### src/rtl/vga_text_pkg.sv
// Shared constants, state encoding and address helpers for the VGA text writer.
package vga_text_pkg;

  localparam int COLS        = 64;
  localparam int ROWS        = 30;
  localparam int CLEAR_WORDS = COLS * ROWS;

  localparam logic [7:0] SPACE = 8'h20;
  localparam logic [7:0] LF    = 8'h0A;
  localparam logic [7:0] CR    = 8'h0D;
  localparam logic [7:0] BS    = 8'h08;
  localparam logic [7:0] FF    = 8'h0C;

  typedef enum logic [1:0] {
    IDLE      = 2'd0,
    WRITE     = 2'd1,
    CLEAR_ROW = 2'd2,
    CLEAR_ALL = 2'd3
  } state_e;

  // Ring-buffer row translation: 6-bit add then one conditional subtract.
  function automatic logic [4:0] phys_row(input logic [4:0] base, input logic [4:0] row);
    logic [5:0] sum;
    sum = {1'b0, base} + {1'b0, row};
    if (sum >= 6'(ROWS)) sum = sum - 6'(ROWS);
    return sum[4:0];
  endfunction

  // RAM cell address = phys_row*64 + col; top bit never set.
  function automatic logic [11:0] cell_addr(input logic [4:0] prow, input logic [5:0] col);
    return {1'b0, prow, col};
  endfunction

  function automatic logic is_print(input logic [7:0] c);
    return (c >= 8'h20) && (c <= 8'h7E);
  endfunction

endpackage

### src/rtl/vga_cursor_blink.sv
// Cursor blink timer: toggles visibility every BLINK_CYCLES clocks, restarts
// visible on each accepted byte, and is masked whenever the writer is busy.
module vga_cursor_blink #(
  parameter int BLINK_CYCLES = 25000000
) (
  input  logic clk,
  input  logic rst_n,
  input  logic restart,
  input  logic idle,
  output logic vis
);
  localparam int CW = (BLINK_CYCLES > 1) ? $clog2(BLINK_CYCLES) : 1;

  logic [CW-1:0] cnt_q, cnt_d;
  logic          vis_q, vis_d;

  // Next-state for the half-period counter and the visibility phase.
  always_comb begin
    cnt_d = cnt_q + 1'b1;
    vis_d = vis_q;
    if (restart) begin
      cnt_d = '0;
      vis_d = 1'b1;
    end else if (cnt_q == CW'(BLINK_CYCLES - 1)) begin
      cnt_d = '0;
      vis_d = ~vis_q;
    end
  end

  // Counter and phase registers.
  always_ff @(posedge clk or negedge rst_n) begin
    if (!rst_n) begin
      cnt_q <= '0;
      vis_q <= 1'b1;
    end else begin
      cnt_q <= cnt_d;
      vis_q <= vis_d;
    end
  end

  assign vis = idle & vis_q;

endmodule

### src/rtl/vga_text_ctrl.sv
// Terminal-style writer for the 64x30 character RAM behind the VGA text renderer.
// Handles printable bytes, LF/CR/BS/FF, and ring-buffer scrolling via scroll_row.
// Optional build macro CURSOR_BLINK_EN enables a blinking cursor.
module vga_text_ctrl #(
  parameter int COLS = vga_text_pkg::COLS,
  parameter int ROWS = vga_text_pkg::ROWS
`ifdef CURSOR_BLINK_EN
  , parameter int BLINK_CYCLES = 25000000
`endif
) (
  input  logic        clk,
  input  logic        rst_n,
  input  logic        wr_valid,
  output logic        wr_ready,
  input  logic [7:0]  ch,
  output logic        ram_we,
  output logic [11:0] ram_waddr,
  output logic [7:0]  ram_wdata,
  output logic [4:0]  scroll_row,
  output logic [4:0]  cur_row,
  output logic [5:0]  cur_col,
  output logic        cursor_vis
);
  import vga_text_pkg::*;

  localparam logic [5:0] LAST_COL = 6'(COLS - 1);
  localparam logic [4:0] LAST_ROW = 5'(ROWS - 1);

  state_e      state_q, state_d;
  logic [7:0]  ch_q, ch_d;
  logic        we_q, we_d;
  logic [11:0] waddr_q, waddr_d;
  logic [7:0]  wdata_q, wdata_d;
  logic [4:0]  scroll_q, scroll_d;
  logic [4:0]  row_q, row_d;
  logic [5:0]  col_q, col_d;

  logic        xfer;
  logic        nl;
  logic        bs_move;
  logic [4:0]  bs_row;
  logic [5:0]  bs_col;

  assign wr_ready = (state_q == IDLE);
  assign xfer     = wr_valid && wr_ready;

  // Backspace target: step left, or to the end of the previous row.
  assign bs_move = (col_q != '0) || (row_q != '0);
  assign bs_row  = (col_q != '0) ? row_q : row_q - 5'd1;
  assign bs_col  = (col_q != '0) ? col_q - 6'd1 : LAST_COL;

  // Sequencer: the write for a byte is registered on its transfer edge; cursor,
  // scroll and any follow-on row clear are resolved on the edge leaving WRITE.
  always_comb begin
    state_d  = state_q;
    ch_d     = ch_q;
    we_d     = 1'b0;
    waddr_d  = waddr_q;
    wdata_d  = wdata_q;
    scroll_d = scroll_q;
    row_d    = row_q;
    col_d    = col_q;
    nl       = 1'b0;
    unique case (state_q)
      IDLE: begin
        if (xfer) begin
          ch_d    = ch;
          state_d = WRITE;
          if (is_print(ch)) begin
            we_d    = 1'b1;
            waddr_d = cell_addr(phys_row(scroll_q, row_q), col_q);
            wdata_d = ch;
          end else if (ch == BS && bs_move) begin
            we_d    = 1'b1;
            waddr_d = cell_addr(phys_row(scroll_q, bs_row), bs_col);
            wdata_d = SPACE;
          end else if (ch == FF) begin
            state_d = CLEAR_ALL;
            we_d    = 1'b1;
            waddr_d = '0;
            wdata_d = SPACE;
          end
        end
      end
      WRITE: begin
        state_d = IDLE;
        if (is_print(ch_q)) begin
          if (col_q == LAST_COL) begin
            col_d = '0;
            nl    = 1'b1;
          end else begin
            col_d = col_q + 6'd1;
          end
        end else if (ch_q == LF) begin
          col_d = '0;
          nl    = 1'b1;
        end else if (ch_q == CR) begin
          col_d = '0;
        end else if (ch_q == BS && bs_move) begin
          row_d = bs_row;
          col_d = bs_col;
        end
        if (nl) begin
          if (row_q != LAST_ROW) begin
            row_d = row_q + 5'd1;
          end else begin
            // Old top row becomes the new bottom row and is blanked.
            scroll_d = (scroll_q == LAST_ROW) ? 5'd0 : scroll_q + 5'd1;
            state_d  = CLEAR_ROW;
            we_d     = 1'b1;
            waddr_d  = cell_addr(scroll_q, 6'd0);
            wdata_d  = SPACE;
          end
        end
      end
      CLEAR_ROW: begin
        if (waddr_q[5:0] == LAST_COL) begin
          state_d = IDLE;
        end else begin
          we_d    = 1'b1;
          waddr_d = waddr_q + 12'd1;
        end
      end
      CLEAR_ALL: begin
        if (!we_q) begin
          // Entered from reset: first write has not been issued yet.
          we_d    = 1'b1;
          waddr_d = '0;
          wdata_d = SPACE;
        end else if (waddr_q == 12'(CLEAR_WORDS - 1)) begin
          state_d  = IDLE;
          scroll_d = '0;
          row_d    = '0;
          col_d    = '0;
        end else begin
          we_d    = 1'b1;
          waddr_d = waddr_q + 12'd1;
        end
      end
      default: state_d = IDLE;
    endcase
  end

  // State, cursor and registered RAM-port flops.
  always_ff @(posedge clk or negedge rst_n) begin
    if (!rst_n) begin
      state_q  <= CLEAR_ALL;
      ch_q     <= '0;
      we_q     <= 1'b0;
      waddr_q  <= '0;
      wdata_q  <= SPACE;
      scroll_q <= '0;
      row_q    <= '0;
      col_q    <= '0;
    end else begin
      state_q  <= state_d;
      ch_q     <= ch_d;
      we_q     <= we_d;
      waddr_q  <= waddr_d;
      wdata_q  <= wdata_d;
      scroll_q <= scroll_d;
      row_q    <= row_d;
      col_q    <= col_d;
    end
  end

  assign ram_we     = we_q;
  assign ram_waddr  = waddr_q;
  assign ram_wdata  = wdata_q;
  assign scroll_row = scroll_q;
  assign cur_row    = row_q;
  assign cur_col    = col_q;

`ifdef CURSOR_BLINK_EN
  vga_cursor_blink #(.BLINK_CYCLES(BLINK_CYCLES)) u_blink (
    .clk     (clk),
    .rst_n   (rst_n),
    .restart (xfer),
    .idle    (state_q == IDLE),
    .vis     (cursor_vis)
  );
`else
  assign cursor_vis = (state_q == IDLE);
`endif

endmodule

### config.mk
export PLATFORM = sky130hd
export DESIGN_NAME = vga_text_ctrl
export DESIGN_NICKNAME = d
export VERILOG_FILES = /design/src/rtl/vga_text_pkg.sv /design/src/rtl/vga_cursor_blink.sv /design/src/rtl/vga_text_ctrl.sv
export SDC_FILE = /design/constraint.sdc
export NUM_CORES = 1
export LEC_CHECK = 0
export CORE_ASPECT_RATIO = 0.8
export CORE_UTILIZATION = 62
export CTS_BUF_LIST = sky130_fd_sc_hd__clkbuf_4
export DETAILED_ROUTE_END_ITERATION = 16
export PLACE_DENSITY = 0.95
export SETUP_SLACK_MARGIN = 0.3
export SLEW_MARGIN = 20
export SYNTH_ARGS = -nofsm -noshare
export SYNTH_HDL_FRONTEND = slang
export SYNTH_HIERARCHICAL = 1
export SYNTH_SLANG_ARGS = --single-unit
### constraint.sdc
create_clock -name clk -period 8.1 [get_ports clk]
set_clock_uncertainty 0.15 [all_clocks]
set_input_delay 1.215 -clock clk [delete_from_list [all_inputs] [get_ports clk]]
set_output_delay 1.215 -clock clk [all_outputs]
set_load 0.05 [all_outputs]
Word level (Yosys, flattened, before mapping)
Index checks and enable logic that the tools add are counted.
W data, S select, Z words.
Storage, ports and cells
  flip-flop bits (word level): 47
  output and inout port bits: 39
Operators by class
  order comparisons: 6
  mux-type cells: 67
  reduce and logical (&&, ||, !) cells: 18
  add/subtract/negate cells: 10
  equal/unequal tests: 24
Operators with widths (count)
  $mux W12: 9
  $mux W5: 14
  $mux W8: 7
  $mux W6: 8
  $pmux W12 S4: 1
  $eq A8 B4 Y1 const B: 5
  $pmux W8 S3: 1
  $pmux W5 S2: 2
  $mux W2: 9
  $ge A8 B6 Y1 const B: 2
  $le A8 B7 Y1 const B: 2
  $ne A2 B2 Y1 const B: 7
  $mux W1: 13
  $add A12 B1 Y12 const B: 1
  $add A5 B5 Y6: 2
  $eq A12 B11 Y1 const B: 1
  $eq A6 B6 Y1 const B: 2
  $ge A6 B5 Y1 const B: 2
  $pmux W6 S2: 1
  $reduce_and A6 Y1: 2
  $add A5 B1 Y5 const B: 2
  $ne A5 B5 Y1 const B: 2
  $sub A5 B5 Y5 const B: 2
  $pmux W2 S4: 1
  21 further kinds: 27

Logic depth before layout (Yosys ltp)
  word-level depth: 10
  mapped depth: 16

Least setup slack after synthesis
No wires, ideal clock.
  path type: flip-flop to flip-flop
  start point: register col_q[0], in the netlist cur_col[0]
  end point: register waddr_q[8], in the netlist ram_waddr[8]
  arrival time: 3.550 ns
  path slack: 4.275 ns
  required time: 7.825 ns
  cell stages (with the launch flop): 16
  setup time: 0.125 ns
  cell sequence: dfrtp_1 > inv_1 > ha_1 > inv_1 > or3_4 > nor3_4 > xnor2_1 > ha_1 > inv_1 > fa_1 > xnor2_1 > nand4_1 > o21ai_1 > mux2i_1 > o211ai_1 > mux2_2
Between the ends
  longest elaborated chain between the ends: 9
  elaborated cells between the ends (all ways): 19
  those cells by class: add/sub: 2; order compare: 1; eq/ne: 3; mux: 9; reduce/logical: 4
Ends and longest elaborated chain
  from (decl): line vga_text_ctrl.sv:36  | logic [5:0] col_q, col_d;
  from (signal assigned): line vga_text_ctrl.sv:163  | col_q <= col_d;
  $reduce_bool A6 Y1: line vga_text_ctrl.sv:48, vga_text_ctrl.sv:49
  $mux W5: line vga_text_ctrl.sv:49  | assign bs_row = (col_q != '0) ? row_q : row_q - 5'd1;
  $add A5 B5 Y6: line vga_text_pkg.sv:24  | sum = {1'b0, base} + {1'b0, row};
  $sub A5 B5 Y5 or $ge A6 B5 Y1 (tied branches): line vga_text_pkg.sv:25  | if (sum >= 6'(ROWS)) sum = sum - 6'(ROWS);
  $mux W5: line vga_text_pkg.sv:25
  $mux W12: line vga_text_ctrl.sv:73  | end else if (ch == BS && bs_move) begin
  $mux W12: line vga_text_ctrl.sv:69  | if (is_print(ch)) begin
  $mux W12: line vga_text_ctrl.sv:66  | if (xfer) begin
  $pmux W12 S4: line vga_text_ctrl.sv:64  | unique case (state_q)
  to (signal assigned): line vga_text_ctrl.sv:159  | waddr_q <= waddr_d;
  to (decl): line vga_text_ctrl.sv:32  | logic [11:0] waddr_q, waddr_d;
Parallel ways exist; a longest one is shown, timed or not. The select of a mux whose other input is x is not followed.
A chain may end at the register's enable or synchronous reset.

Worst setup path in the final report
Ends and elaborated chain as after synthesis.

==> impl_metrics.tcl <==
set metrics [dict create \
    gr-total-overflow 0 \
    grtUsageTotal_pct 34.4 \
    yosysWarnings 6 \
    critPathSlowestCell "dfrtp_1" \
    io_pins 50 \
    cts_sinks 47 \
    antenna_found_initial 0 \
    maxSlewHeadroom_pct 43.6 \
    place_area_sq_um 4230 \
    critPathMaxStageDelay_ns 0.48 \
    vias_per_cell 6.69 \
    r2r_cells 15 \
    async_reset_ff_share_pct 100 \
    drv_cap 0 \
    hold_path.class "register to register" \
    cts_tree "yes" \
    portBuffers 49 \
    drive_above_1_share_pct 11.9 \
    period_share_pct 50.8 \
    vias 3606 \
    swShare_pct 51.6 \
    rsz0062_at_grt "no" \
    ir_drop_mv 0.258 \
    holdPathEnd "ram_wdata[5]" \
    arrival_ns 4.24 \
    fillCellCount 403 \
    tightest_slew_ns 0.840 \
    antenna_cells 0 \
    htree_levels 2 \
    initial_core_util_pct 66.3 \
    p_leak_nw 1.73 \
    r2r-end "ram_waddr[8]" \
    cts_hold_buf 0 \
    coreArea_sq_um 5650 \
    grt_pass1_wl_microns 16600 \
    dp_hpwl_microns 7380 \
    p_sw_mw 0.705 \
    clockBufferDepth 2 \
    worst_slack_ns 3.98 \
    die_y_microns 71.5 \
    min-delay-start "ram_wdata[5]" \
    setup_tns_ns 0 \
    critPathMaxFanout 9 \
    fin_util_pct 76.0 \
    grt_pass1_vias 3349 \
    avgSynthCellArea_sq_um 8.89 \
    gp_congestion 0.951 \
    drtIter0Drc 348 \
    hold_viol 0 \
    path_class "register to register" \
    synth_seq_area_share_pct 31.5 \
    top_layer "met4" \
    num_rows 24 \
    drt-met1-wl_microns 4360 \
    powerDensity_nw_per_um2 319 \
    area.growth.synth_to_final_pct 14.5 \
    syn_inst 421 \
    whs_ns 0.365 \
    path_clk_slew_ns 0.14 \
    cts_root_buf "clkbuf_4" \
    crit_chain "inv_1, ha_1, inv_1, or3_4, nor3_4, xnor2_1, ha_1, inv_1, fa_1, xnor2_1, nand4_1, o21ai_1, mux2i_1, o211ai_1, mux2_2" \
    endpoint_kind "register" \
    synth_edf_count 0 \
    final_antenna_net_count 0 \
    clock_latency_ns 0.38 \
    numCtsBuffers 5 \
    post-place-ws_ns 4.13 \
    die-width_microns 88.9 \
    maxSlewViolCount 0 \
    wl_per_cell_microns 18.5 \
    dieArea_sq_um 6350 \
    timing.fmax_mhz 243 \
    syn_nets 454 \
    synth_ff_type "dfrtp_1" \
    power_frac_seq_pct 28.8 \
    r2r_slack_ns 3.98 \
    cts_setup_buffers 0 \
    timing.rr.start "cur_col[0]" \
    wl_met3_microns 1020 \
    syn_area_sq_um 3740 \
    crit_path_frequent_cell "inv_1" \
    status "completed" \
    cp-start-kind "register" \
    dr_wl_met2_microns 4390 \
    combPwrFrac_pct 62.3 \
    yosysUniqueCellTypes 80 \
    period_needed_ns 4.12 \
    grt_max_degree 48 \
    drtPass1Iterations 7 \
    route.detailed.drc 0 \
    min_path_cells 2 \
    setup_viol 0 \
    wl_microns 9980 \
    ys_ff_latch 47 \
    nets 493 \
    p_int_mw 0.661 \
    postCtsResizedCells 0 \
    fin_area_sq_um 4290 \
    crit_required_ns 8.23 \
    p_clk_share_pct 8.9 \
]
==> logic make-up (layout without fill, tap and decap cells) <==
logic type / after synthesis / in the layout / share of synthesized area [%]
flip-flops: 47 / 47 / 31.5
XOR/XNOR: 13 / 13 / 3.04
adder cells (fa/ha/maj): 22 / 22 / 7.75
AO/OA/AOI/OAI: 131 / 131 / 25.3
multiplexers: 16 / 16 / 4.75
buffers and inverters: 42 / 82 / 5.31
AND/OR/NAND/NOR: 150 / 150 / 22.4
==> cell type report <==
| class | instances | area, sq um | share of cell area [%] |
|---|---|---|---|
| Clock buffer | 7 | 52.6 | 1.23 |
| Sequential cell | 47 | 1180 | 27.5 |
| Clock inverter | 1 | 7.51 | 0.175 |
| Multi-Input combinational cell | 332 | 2360 | 55.2 |
| Timing Repair Buffer | 50 | 495 | 11.6 |
| Tap cell | 78 | 97.6 | 2.28 |
| Inverter | 24 | 90.1 | 2.10 |
==> metrics by stage <==
stage               std cells  total power, mW
finish                    539             1.37
global route              539             1.47
CTS                       539             1.35
detailed placement        531             1.22
global placement          531             1.20
floorplan                 421             1.01
==> how the worst max path moves through the flow <==
stage                     startpoint             to  slack [ns]  depth (start not counted)
after floorplan           cur_col[0]   ram_waddr[8]        4.28                         15
after global placement         ch[5]  ram_waddr[10]        4.27                          8
after detailed placement  cur_col[0]   ram_waddr[8]        4.13                         15
after CTS                 cur_col[0]   ram_waddr[8]        4.07                         15
after global routing      cur_col[0]   ram_waddr[8]        3.69                         15
final                     cur_col[0]   ram_waddr[8]        3.98                         15
==> registers in the layout (all words and copies together), names as in the netlist <==
name        cells
ram_wdata       8
cur_col         6
ch_q            8
cur_row         5
state_q         2
scroll_row      5
ram_waddr      12
ram_we          1
==> worst max-delay path, delay by kind of cell (launching register included) <==
family,cells,cell delay (ns)
AND/OR/NAND/NOR,3,0.92
adder cells (fa/ha/maj),3,0.84
multiplexers,2,0.49
flip-flops,1,0.48
XOR/XNOR,2,0.47
AO/OA/AOI/OAI,2,0.40
buffers and inverters,3,0.27
==> layer usage <==
layer | GRT usage (%) | vias to the layer above
li1 | - | 1643
met1 | 50.5 | 1700
met2 | 50.4 | 234
met3 | 6.34 | 29
met4 | 12.9 | 0
met5 | 0 | -
==> cell usage after synthesis, types with 8 or more instances <==
cell,count,area [sq um]
ha_1,20,250
nor3_1,13,65.1
or2_2,8,50.1
o21ai_0,39,195
buf_2,10,50.1
o21ai_1,8,40.0
xnor2_1,8,70.1
nor2_1,32,120
and3_1,8,50.1
dfrtp_1,44,1100
inv_1,23,86.3
nand3_1,21,105
nand2_1,32,120
a21oi_1,14,70.1
mux2_2,10,113
==> placed cells by master, fill, tap and decap left out, types with 9 or more instances in the layout <==
cell type / count
o21ai_0: 38
nand2_1: 32
nand3_1: 21
clkdlybuf4s50_1: 48
nor2_1: 32
ha_1: 20
mux2_2: 10
dfrtp_1: 44
a21oi_1: 14
o21ai_1: 9
inv_1: 23
nor3_1: 13
==> power groups by stage <==
stage          Clock, mW  Combinational [mW]  Sequential, mW
4_1_cts            0.121               0.841           0.389
5_1_grt            0.130               0.931           0.405
3_3_place_gp           0               0.811           0.391
3_5_place_dp           0               0.832           0.393
2_1_floorplan          0               0.500           0.506
6_report           0.121               0.852           0.394
Note: power is estimated with default switching activity, not from simulation.
==> edit 1, RTL diff (same flow settings) <==
The option `CURSOR_BLINK_EN` is turned on by a define.
--- a/src/rtl/vga_text_ctrl.sv
+++ b/src/rtl/vga_text_ctrl.sv
@@ -1,6 +1,8 @@
 // Terminal-style writer for the 64x30 character RAM behind the VGA text renderer.
 // Handles printable bytes, LF/CR/BS/FF, and ring-buffer scrolling via scroll_row.
 // Optional build macro CURSOR_BLINK_EN enables a blinking cursor.
+`define CURSOR_BLINK_EN
+
 module vga_text_ctrl #(
   parameter int COLS = vga_text_pkg::COLS,
   parameter int ROWS = vga_text_pkg::ROWS
Behaviour: same outputs for any inputs over 10 cycles, from zero or initial values and one cycle with rst_n low; that may be too few to reach the edited logic, so the function may still have changed.
==> edit 1 against the original RTL <==
  * Synthesized cell count up 43%
  * Critical endpoint is now ram_waddr[9]
  * Worst setup slack got worse by 0.44 ns
  * Final area up 39%
  * Via count increased by 48%
  * Sequential share of layout area increased by 3.3 points
  * Global-route usage up 1.4 points
  * Critical path depth is the same
  * Synthesized area grew 40%
  * Count of clock-buffer cells in the layout up 3
  * Power is 48% lower
  * Sequential cell count up 26
  * Combinational power is 95% lower
  * Routed wire length up 52%
==> edit 1: results (changes against the original RTL) <==
[outcome]
status=completed

[layout]
layout-drive-gt1-share=0.0778  ; -0.0415
layout.nonclk_buf_frac=0.0842  ; -0.0313
signal_buffers=51  ; +2.0%
fillCellCount=591  ; +47%
nets=672  ; +36%
final-clk-cell-share=0.0307  ; +0.0167

[global_routing]
grt_pass1_vias=5048  ; +51%
met3_usage=0.0970  ; +0.0337
track_usage=0.357  ; +0.0137

[setup_path]
crit_fanout=10  ; +1
r2r_end=ram_waddr[9]
rrSetupSlack_ns=3.55  ; -0.44 ns
cp_top_family=compound AO/OA/AOI/OAI gates
endpoint=ram_waddr[9]

[routing]
wl_um=15200  ; +52%
first_pass_iters=6  ; -1
viasPerCell=7.10  ; +6.1%
drt-initial-drc-count=504  ; +45%

[logic_synthesis]
synthTopCellsByCount=69 x dfrtp_1, 45 x o21ai_0, 43 x nor2_1
ys_types=77  ; -3.8%
syn_nets=635  ; +40%
ys_top_cells_by_area=dfrtp_1 33%, ha_1 5.0%, o21ai_0 4.3%, xnor2_1 3.3%, nor2_1 3.1%
synth_cells=601  ; +43%

[placed_design]
place_ws_ns=3.81  ; -0.315 ns
post_dp_cell_area_um2=5760  ; +36%

[cts]
cts_buffers=9  ; +4
clk_latency_ns=0.44  ; +0.06 ns

[worst_hold_path]
hp-start=u_blink/cnt_q[0]

[timing]
relSlewSlack=0.376  ; -0.0598
fmaxAchievable_ghz=0.220  ; -9.6%

[pwr]
ir_worst_vdd_mv=0.146  ; -44%

==> edit 1: changes by cell type after synthesis, moves of 7 or more <==
cell      delta
nand4_1     +14
nor2_1      +11
or3_1        +8
inv_1        +7
clkbuf_1    +14
nand2_1      +8
nor3_1       +8
dfrtp_1     +25
xnor2_1     +12
a21oi_1     +15
or4_1        +8
==> edit 1: logic make-up after synthesis <==
group | count (synthesis) | synth area share
flops | 73 | 0.349
simple gates | 236 | 0.251
xor+xnor | 25 | 0.0418
buf+inv | 57 | 0.0456
compound gates | 178 | 0.235
mux | 9 | 0.0189
fa+ha+maj | 23 | 0.0578
==> edit 1: worst register-to-register path, delay by kind of cell (launching register included) <==
kind	cells	cell delay [ns]
simple gates	3	0.92
xor+xnor	1	0.39
compound gates	6	1.34
flops	1	0.51
fa+ha+maj	3	0.95
buf+inv	2	0.20
==> edit 2, RTL diff (same flow settings) <==
Made on the original files. Make the reset (`rst_n`) synchronous in one clocked block.
--- a/src/rtl/vga_text_ctrl.sv
+++ b/src/rtl/vga_text_ctrl.sv
@@ -142,7 +142,7 @@
   end
 
   // State, cursor and registered RAM-port flops.
-  always_ff @(posedge clk or negedge rst_n) begin
+  always_ff @(posedge clk) begin
     if (!rst_n) begin
       state_q  <= CLEAR_ALL;
       ch_q     <= '0;
Formal check against the unedited RTL: differs if rst_n is asserted again (counterexample within 4 cycles, from zero or initial values and one cycle with rst_n low); with rst_n held inactive, the same outputs for 10 cycles.
==> edit 2 against the original RTL <==
  * Synthesized area shrank 5.6%
  * Sequential cell count unchanged
  * Non-clock buffer count did not move
  * Worst setup slack lost 0.25 ns
  * Final cell count grew 7.1%
  * Routed wire length increased by 2.5%
  * Final area fell by 4.3%
  * Global-route usage up 0.13 points
  * Via count up 6.5%
Power is left out: it rests on default switching activity, and per cell area and clock period it moved more than threefold.
==> edit 2: results (changes against the original RTL) <==
[outcome]
status=completed

[routing]
first_pass_iters=5  ; -2
drt-initial-drc-count=404  ; +16%
route.met2.wl_um=4740  ; +8.2%
wl_met3_um=1110  ; +9.0%
viasPerCell=6.66  ; -0.52%

[logic_synthesis]
synthFlopType=dfxtp_1
synthArstFlopShare=0  ; -1.00
syn_area_per_cell_um2=7.66  ; -14%
yosysSeqAreaShare=0.266  ; -0.0489
synthTopCellsByCount=55 x nand2_1, 47 x dfxtp_1, 43 x nor2_1
ys_top_cells_by_area=dfxtp_1 27%, ha_1 7.1%, a21oi_1 5.9%, nand2_1 5.8%, nor2_1 4.6%
synthAdderAreaFrac=0.0822  ; +0.00461
syn_nets=494  ; +8.8%
synthXorXnorAreaFrac=0.0347  ; +0.00429
ys_types=67  ; -16%
synth_compound_area_frac=0.268  ; +0.0157

[placed_design]
numPlacedInstances=569  ; +7.2%
hpwl_um=7360  ; -0.20%
place_ws_ns=3.75  ; -0.381 ns
post_dp_cell_area_um2=4020  ; -4.8%

[setup_path]
r2r_cells=14  ; -1
endpoint=ram_waddr[7]
crit_start=cur_col[0]
worstPathArrival_ns=4.52  ; +0.28 ns

[global_routing]
grt_pass1_wl_um=16500  ; -0.58%
track_usage=0.345  ; +0.00133
grt_pass1_vias=3660  ; +9.3%
grt_max_degree=32  ; -33%
grt_use_met2=0.573  ; +0.0689
met3_usage=0.0929  ; +0.0295
grt_util_met1=0.415  ; -0.0899

[timing]
holdWs_ns=0.340  ; -0.0248 ns
fmaxAchievable_ghz=0.229  ; -5.8%
slew_violations=0  ; unchanged
max_slew.worst_pin.slew_ns=1.09  ; +0.254 ns

[layout]
nets=531  ; +7.7%
layout-drive-gt1-share=0.0581  ; -0.0612
instances_no_fill=577  ; +7.1%
fillCellCount=433  ; +7.4%

[worst_hold_path]
holdPathEnd=ram_wdata[5]
hp-start=ram_wdata[5]

[cts]
cts_buffers=5  ; unchanged

-- edit 2: changes by cell type in the layout (fill, tap and decap cells not counted), sizes merged, moves of 12 or more --
cell	change
nand2	+23
nor2	+12
dfxtp	+47
o21ai	-24
dfrtp	-44
a21oi	+25
-- edit 2: area by class of cell --
cell class | count | area [µm²] | share of cell area
Multi-Input combinational cell | 376 | 2420 | 0.590
Inverter | 18 | 67.6 | 0.0165
Sequential cell | 47 | 941 | 0.229
Clock inverter | 3 | 42.5 | 0.0104
Timing Repair Buffer | 50 | 498 | 0.121
Tap cell | 78 | 97.6 | 0.0238
Clock buffer | 5 | 37.5 | 0.00915
-- edit 2: critical path, stage by stage (launching register included) --
cell and delay [ns]:
dfxtp_1 0.41, inv_1 0.10, ha_1 0.22, or3b_2 0.53
nor3_4 0.36, nand2_1 0.13, xnor2_1 0.18, ha_1 0.38
nor2_1 0.08, or3b_2 0.51, and4_1 0.26, a21oi_1 0.33
xnor2_1 0.17, o21ai_0 0.11, o311a_1 0.35
